`src/rtl/muldiv_hilo_ctrl.sv`:
```
// HI/LO register owner for the integer multiply/divide unit.
// Sequences MULT/MULTU through a fixed-latency multiply and DIV/DIVU through a
// radix-2 restoring divider. It also performs MTHI/MTLO writes, and stalls decode
// MFHI/MFLO while a multi-cycle operation is in flight.
`timescale 1ns/1ps
module muldiv_hilo_ctrl #(
  parameter int MUL_LAT  = 3,   // accept edge to HI/LO update edge, 1..8
  parameter int DIV_ITER = 32   // one quotient bit per iteration
) (
  input  logic        clk,
  input  logic        reset,
  input  logic        req_valid,
  input  logic [2:0]  req_op,
  input  logic [31:0] req_a,
  input  logic [31:0] req_b,
  output logic        req_ready,
  input  logic        flush,
  input  logic        rd_hilo,
  output logic        rd_stall,
  output logic        busy,
  output logic [31:0] hi,
  output logic [31:0] lo
);

  localparam int CNT_W = 6;

  typedef enum logic [1:0] {ST_IDLE, ST_MUL, ST_DIV, ST_DFIX} state_t;

  state_t            state_reg, state_next;
  logic [CNT_W-1:0]  cnt_reg;
  logic [31:0]       hi_reg, lo_reg;
  logic [31:0]       mul_a_reg, mul_b_reg;
  logic              mul_signed_reg;
  logic [31:0]       rem_reg, quo_reg, dvs_reg;
  logic              qsign_reg, rsign_reg;

  logic              accept;
  logic              is_mul, is_div, div_signed;
  logic              a_neg, b_neg;
  logic [31:0]       a_mag, b_mag;
  logic [31:0]       mul_a_src, mul_b_src;
  logic              mul_signed_src;
  logic [63:0]       mul_a_ext, mul_b_ext, product;
  logic [32:0]       div_shift, div_trial;
  logic [31:0]       quo_fix, rem_fix;

  // With a single-cycle multiply the product is taken straight from the request;
  // otherwise it comes from the operands latched at accept.
  generate
    if (MUL_LAT == 1) begin : g_mul_direct
      assign mul_a_src      = req_a;
      assign mul_b_src      = req_b;
      assign mul_signed_src = (req_op == 3'd0);
    end else begin : g_mul_latched
      assign mul_a_src      = mul_a_reg;
      assign mul_b_src      = mul_b_reg;
      assign mul_signed_src = mul_signed_reg;
    end
  endgenerate

  // Request decode, operand conditioning, the product, and one divider step.
  always_comb begin
    accept     = req_valid & req_ready & ~flush;
    is_mul     = (req_op == 3'd0) || (req_op == 3'd1);
    is_div     = (req_op == 3'd2) || (req_op == 3'd3);
    div_signed = (req_op == 3'd2);
    a_neg      = div_signed & req_a[31];
    b_neg      = div_signed & req_b[31];
    a_mag      = a_neg ? -req_a : req_a;
    b_mag      = b_neg ? -req_b : req_b;
    mul_a_ext  = mul_signed_src ? {{32{mul_a_src[31]}}, mul_a_src} : {32'd0, mul_a_src};
    mul_b_ext  = mul_signed_src ? {{32{mul_b_src[31]}}, mul_b_src} : {32'd0, mul_b_src};
    product    = mul_a_ext * mul_b_ext;
    div_shift  = {rem_reg, quo_reg[31]};
    div_trial  = div_shift - {1'b0, dvs_reg};
    quo_fix    = qsign_reg ? -quo_reg : quo_reg;
    rem_fix    = rsign_reg ? -rem_reg : rem_reg;
  end

  // State register.
  always_ff @(posedge clk) begin
    if (reset) state_reg <= ST_IDLE;
    else       state_reg <= state_next;
  end

  // Next-state logic; flush returns to IDLE from anywhere.
  always_comb begin
    state_next = state_reg;
    case (state_reg)
      ST_IDLE: begin
        if (accept) begin
          if (is_mul && (MUL_LAT > 1))        state_next = ST_MUL;
          else if (is_div && (req_b != 32'd0)) state_next = ST_DIV;
        end
      end
      ST_MUL:  if (flush || cnt_reg == '0) state_next = ST_IDLE;
      ST_DIV: begin
        if (flush)                                  state_next = ST_IDLE;
        else if (cnt_reg == CNT_W'(DIV_ITER - 1))   state_next = ST_DFIX;
      end
      ST_DFIX: state_next = ST_IDLE;
      default: state_next = ST_IDLE;
    endcase
  end

  // Handshake and stall outputs.
  always_comb begin
    req_ready = (state_reg == ST_IDLE);
    busy      = (state_reg != ST_IDLE);
    rd_stall  = rd_hilo & busy;
    hi        = hi_reg;
    lo        = lo_reg;
  end

  // Datapath: HI/LO writes, operand capture, counter and divider iteration.
  always_ff @(posedge clk) begin
    if (reset) begin
      hi_reg         <= '0;
      lo_reg         <= '0;
      cnt_reg        <= '0;
      mul_a_reg      <= '0;
      mul_b_reg      <= '0;
      mul_signed_reg <= 1'b0;
      rem_reg        <= '0;
      quo_reg        <= '0;
      dvs_reg        <= '0;
      qsign_reg      <= 1'b0;
      rsign_reg      <= 1'b0;
    end else begin
      case (state_reg)
        ST_IDLE: begin
          if (accept) begin
            if (req_op == 3'd4) hi_reg <= req_a;
            if (req_op == 3'd5) lo_reg <= req_a;
            if (is_mul) begin
              if (MUL_LAT == 1) begin
                {hi_reg, lo_reg} <= product;
              end else begin
                mul_a_reg      <= req_a;
                mul_b_reg      <= req_b;
                mul_signed_reg <= (req_op == 3'd0);
                cnt_reg        <= CNT_W'(MUL_LAT - 1);
              end
            end
            // A zero divisor leaves HI/LO untouched and never leaves IDLE.
            if (is_div && (req_b != 32'd0)) begin
              rem_reg   <= '0;
              quo_reg   <= a_mag;
              dvs_reg   <= b_mag;
              qsign_reg <= a_neg ^ b_neg;
              rsign_reg <= a_neg;
              cnt_reg   <= '0;
            end
          end
        end
        ST_MUL: begin
          if (!flush) begin
            cnt_reg <= cnt_reg - CNT_W'(1);
            if (cnt_reg == '0) {hi_reg, lo_reg} <= product;
          end
        end
        ST_DIV: begin
          if (!flush) begin
            cnt_reg <= cnt_reg + CNT_W'(1);
            if (!div_trial[32]) begin
              rem_reg <= div_trial[31:0];
              quo_reg <= {quo_reg[30:0], 1'b1};
            end else begin
              rem_reg <= div_shift[31:0];
              quo_reg <= {quo_reg[30:0], 1'b0};
            end
          end
        end
        ST_DFIX: begin
          if (!flush) begin
            lo_reg <= quo_fix;
            hi_reg <= rem_fix;
          end
        end
        default: ;
      endcase
    end
  end

endmodule

```
`config.mk`:
```
export PLATFORM = sky130hd
export DESIGN_NAME = muldiv_hilo_ctrl
export DESIGN_NICKNAME = d
export VERILOG_FILES = /design/src/rtl/muldiv_hilo_ctrl.sv
export SDC_FILE = /design/constraint.sdc
export NUM_CORES = 2
export LEC_CHECK = 0
export BUFFER_PORTS_ARGS = -buffer_cell sky130_fd_sc_hd__buf_2
export CORE_MARGIN = 10
export CORE_UTILIZATION = 55
export CTS_CLUSTER_DIAMETER = 80
export DETAILED_ROUTE_END_ITERATION = 6
export HOLD_SLACK_MARGIN = 0.08
export PLACE_DENSITY = 0.71
export SLEW_MARGIN = 20
export SYNTH_ARGS = -nofsm -noshare
export SYNTH_HDL_FRONTEND = slang
export SYNTH_SLANG_ARGS = --single-unit
```
`constraint.sdc`:
```
create_clock -name clk -period 22.4 [get_ports clk]
set_input_delay 4.48 -clock clk [delete_from_list [all_inputs] [get_ports clk]]
set_output_delay 4.48 -clock clk [all_outputs]
set_load 0.01 [all_outputs]
```
==> summary.md <==
| Metric | Value |
|---|---|
| CTS clk-pin slew, worst paths | `about 0.060 ns` |
| CP Capture Type | `flip-flop` |
| Final Max Tran Viols | `0` |
| Clk_lat worst skew | `approximately 0.62 ns` |
| Hold Crit Class | `reg2reg` |
| Synth Instances | `about 7,000` |
| Routed Antenna Nets | `0` |
| Placed inst area | `around 64,000 µm²` |
| CTS root buffer | `clkbuf_16` |
| Largest net degree at the start of global routing | `between 70 and 80` |
| Setup crit start kind | `flip-flop` |
| Synth Area in Compound Gates | `between 8 and 9%` |
| Top FF cell, synth | `dfxtp_1` |
| Rel. slew slack | `a little over 20%` |
| GR Util All Layers | `between 30% and 40%` |
| Gr ovfl total | `0` |
| First-pass DRT Iterations | `5` |
| Max Freq | `0.0925 GHz` |
| Initial Util | `a little under three fifths` |
| Leakage | `roughly 32 nW` |
| Die Y | `around 360 µm` |
| Number of global-route vias before repair | `around 50,000` |
| DR iter-0 viols | `between 3,000 and 4,000` |
| Largest family of logic cells by synthesized area | `adder cells` |
| Post-synthesis adder-cell area fraction | `around 53%` |
| Clk_skew | `just over 0.07 ns` |
| Vias | `approximately 47,000` |
| Cell Count Post-Placement | `8,301` |
| Drc violations | `0` |
| First-pass GRT wire length | `297,000 µm` |
| Design Area, Final | `~65,000 µm²` |
| PortBufs | `approximately 140` |
| CP required | `between 20 and 25 ns` |
| Initial antenna violation count | `16` |
| Final Core Density | `around three fifths` |
| Hold buffers post-CTS | `0` |
| Layout Nets | `approximately 8,700` |
| Final Cycle Share | `roughly half` |
| Seq cells post-synth | `roughly 240` |
| CP max stage cell | `fa_1` |
| Number of max-cap violations | `0` |
| Post-CTS Setup Bufs | `0` |
| WP buf/inv | `7` |
| RD Place Congestion | `0.969` |
| CP max stage delay | `approximately 0.86 ns` |
| Synth warn | `0` |
| H-tree depth | `1` |
| Total power | `between 1.5 and 2 mW` |
| Setup Crit Path Kind | `reg2reg` |
| Cell mode on critical path | `fa_1` |
| Worst path top cell family by delay | `adder cells` |
| Detail Placement HPWL | `around 150,000 µm` |
| RSZ-0062 raised after global routing | `no` |
| Library cells used by synthesis | `74` |
| Final WL | `188,000 µm` |
| I/O pin cnt | `roughly 140` |
| Data arrival, critical path | `roughly 11 ns` |
| TritonCTS clock tree | `built` |
| Core ar. | `~110,000 µm²` |
| CTS resizes | `0` |
| CTS Buf Count | `28` |
| Final setup viols | `0` |
| Die Span X | `around 360 µm` |
| Synth Area in Simple Gates | `approximately 15%` |
| Final hold vios | `0` |
| Least-Margin Pin Slew | `about 1.2 ns` |
| IR drop worst, VDD | `roughly 0.085 mV` |
| EDFF count, synth | `0` |
| Fin cells | `between 8,000 and 9,000` |
| Die area | `approximately 130,000 µm²` |
| Status | `complete, no violations` |
| WL/cell | `around 22 µm` |
| Post-synthesis mux area share | `less than 1%` |
| Seq/Total Area, Yosys | `7.61%` |
| XOR/XNOR Fraction of Synth Area | `3.74%` |
| Setup TNS | `0 ns` |
| Post-synthesis instance area | `just over 60,000 µm²` |
| Largest fanout on the critical path | `slightly above 40` |
| Share of layout cells above drive strength 1 | `under 10%` |
| Post-synthesis async set-or-reset flop share | `0%` |
| Syn nets | `8,809` |
| Num rows | `122` |
| Sink Count | `roughly 240` |
| Max clock buf depth | `3` |
| Synth Area per Inst | `roughly 8.9 µm²` |
| Period minus WS final | `between 10 and 15 ns` |
| Pwr/cell area | `30.8 nW/µm²` |
| DR vias/cell | `around 5.7` |
| Area grow syn2layout | `4.58%` |
## layout make-up
type / instances / area (µm²)
Sequential cell: 235 / 4720
Multi-Input combinational cell: 4768 / 49800
Antenna cell: 9 / 22.5
Fill cell: 10000 / 46500
Timing Repair Buffer: 220 / 1310
Inverter: 1590 / 5970
Clock inverter: 17 / 218
Tap cell: 1488 / 1860
Clock buffer: 33 / 759
## cells in the final DEF, fill, tap and decap left out, types with 27 or more instances in the layout
master and n:
a21o_1 42, a211oi_1 64, nor2_1 199, a221o_1 31, and3_1 27, inv_1 1590, o31ai_1 37, nand2_1 882
a21oi_1 266, xnor2_1 190, buf_4 82, xor2_1 74, dfxtp_1 225, clkbuf_16 28, nand3_1 35, fa_1 1421
ha_1 349, or3_1 27, buf_2 137, o21ai_0 131, nor3_1 63, and2_1 581
## where the power goes
group / leakage [nW] / switching [mW] / internal [mW] / total [mW]
sequential: 1.91 / 0.101 / 0.495 / 0.597
combinational: 30.0 / 0.600 / 0.304 / 0.904
clock: 0.469 / 0.210 / 0.279 / 0.489
total: 32.4 / 0.911 / 1.08 / 1.99
## kinds of logic after synthesis
logic type	count (synthesis)
buffers and inverters	1961
AND/OR/NAND/NOR	1931
adder cells (fa/ha/maj)	1777
AO/OA/AOI/OAI	773
XOR/XNOR	264
flip-flops	235
multiplexers	23
## routing by layer
metal	vias up	track usage, %	share of wire [%]	routed length [µm]
li1	20600	-	-	-
met1	24000	41.7	41	77200
met2	2128	48.1	46	86400
met3	414	5.00	8.6	16200
met4	20	11.1	4.3	8120
met5	-	0	0.082	154
## Yosys cell counts, types with 16 or more instances
cell,number,area [µm²]
or3_1,27,169
nand2b_1,18,113
ha_1,352,4400
and2_1,581,3630
and3_1,29,181
a211oi_1,64,480
o211ai_1,16,120
fa_1,1421,28400
o31ai_1,37,278
inv_1,1590,5970
a21o_1,42,315
nor2_1,203,762
mux2i_1,22,220
nor2b_1,16,100
o21ai_1,23,115
a221oi_1,16,140
nand4_1,18,113
dfxtp_1,235,4700
or4_1,19,143
a221o_1,31,310
nand2_1,883,3310
xnor2_1,190,1660
xor2_1,74,648
nand3_1,36,180
a311oi_1,16,140
clkbuf_1,344,1290
o21ai_0,132,661
nor3_1,63,315
a21oi_1,268,1340
## worst paths after layout
check / startpoint / slack, ns / end / depth (start not counted)
max reg2reg: mul_a_reg[31]$_SDFFE_PP0P_ / 11.59 / hi[31]$_SDFFE_PP0P_ / 30
min: mul_b_reg[30]$_SDFFE_PP0P_ / 0.45 / mul_b_reg[30]$_SDFFE_PP0P_ / 2
max: mul_a_reg[31]$_SDFFE_PP0P_ / 11.59 / hi[31]$_SDFFE_PP0P_ / 30
min reg2reg: mul_b_reg[30]$_SDFFE_PP0P_ / 0.45 / mul_b_reg[30]$_SDFFE_PP0P_ / 2
## tightest hold or removal path, cell delays in order (launching register included)
cell and delay [ns]:
dfxtp_1 0.30, nand2_1 0.05, a21oi_1 0.05
## metrics by stage
| step | setup slack, ns | hold slack [ns] |
|---|---|---|
| after global placement | 11.88 | 0.442 |
| after CTS | 11.67 | 0.455 |
| after global routing | 11.06 | 0.472 |
| final | 11.59 | 0.453 |
| after detailed placement | 11.71 | 0.447 |
| after floorplan | 12.96 | 0.432 |
Note: power is estimated with default switching activity, not from simulation.
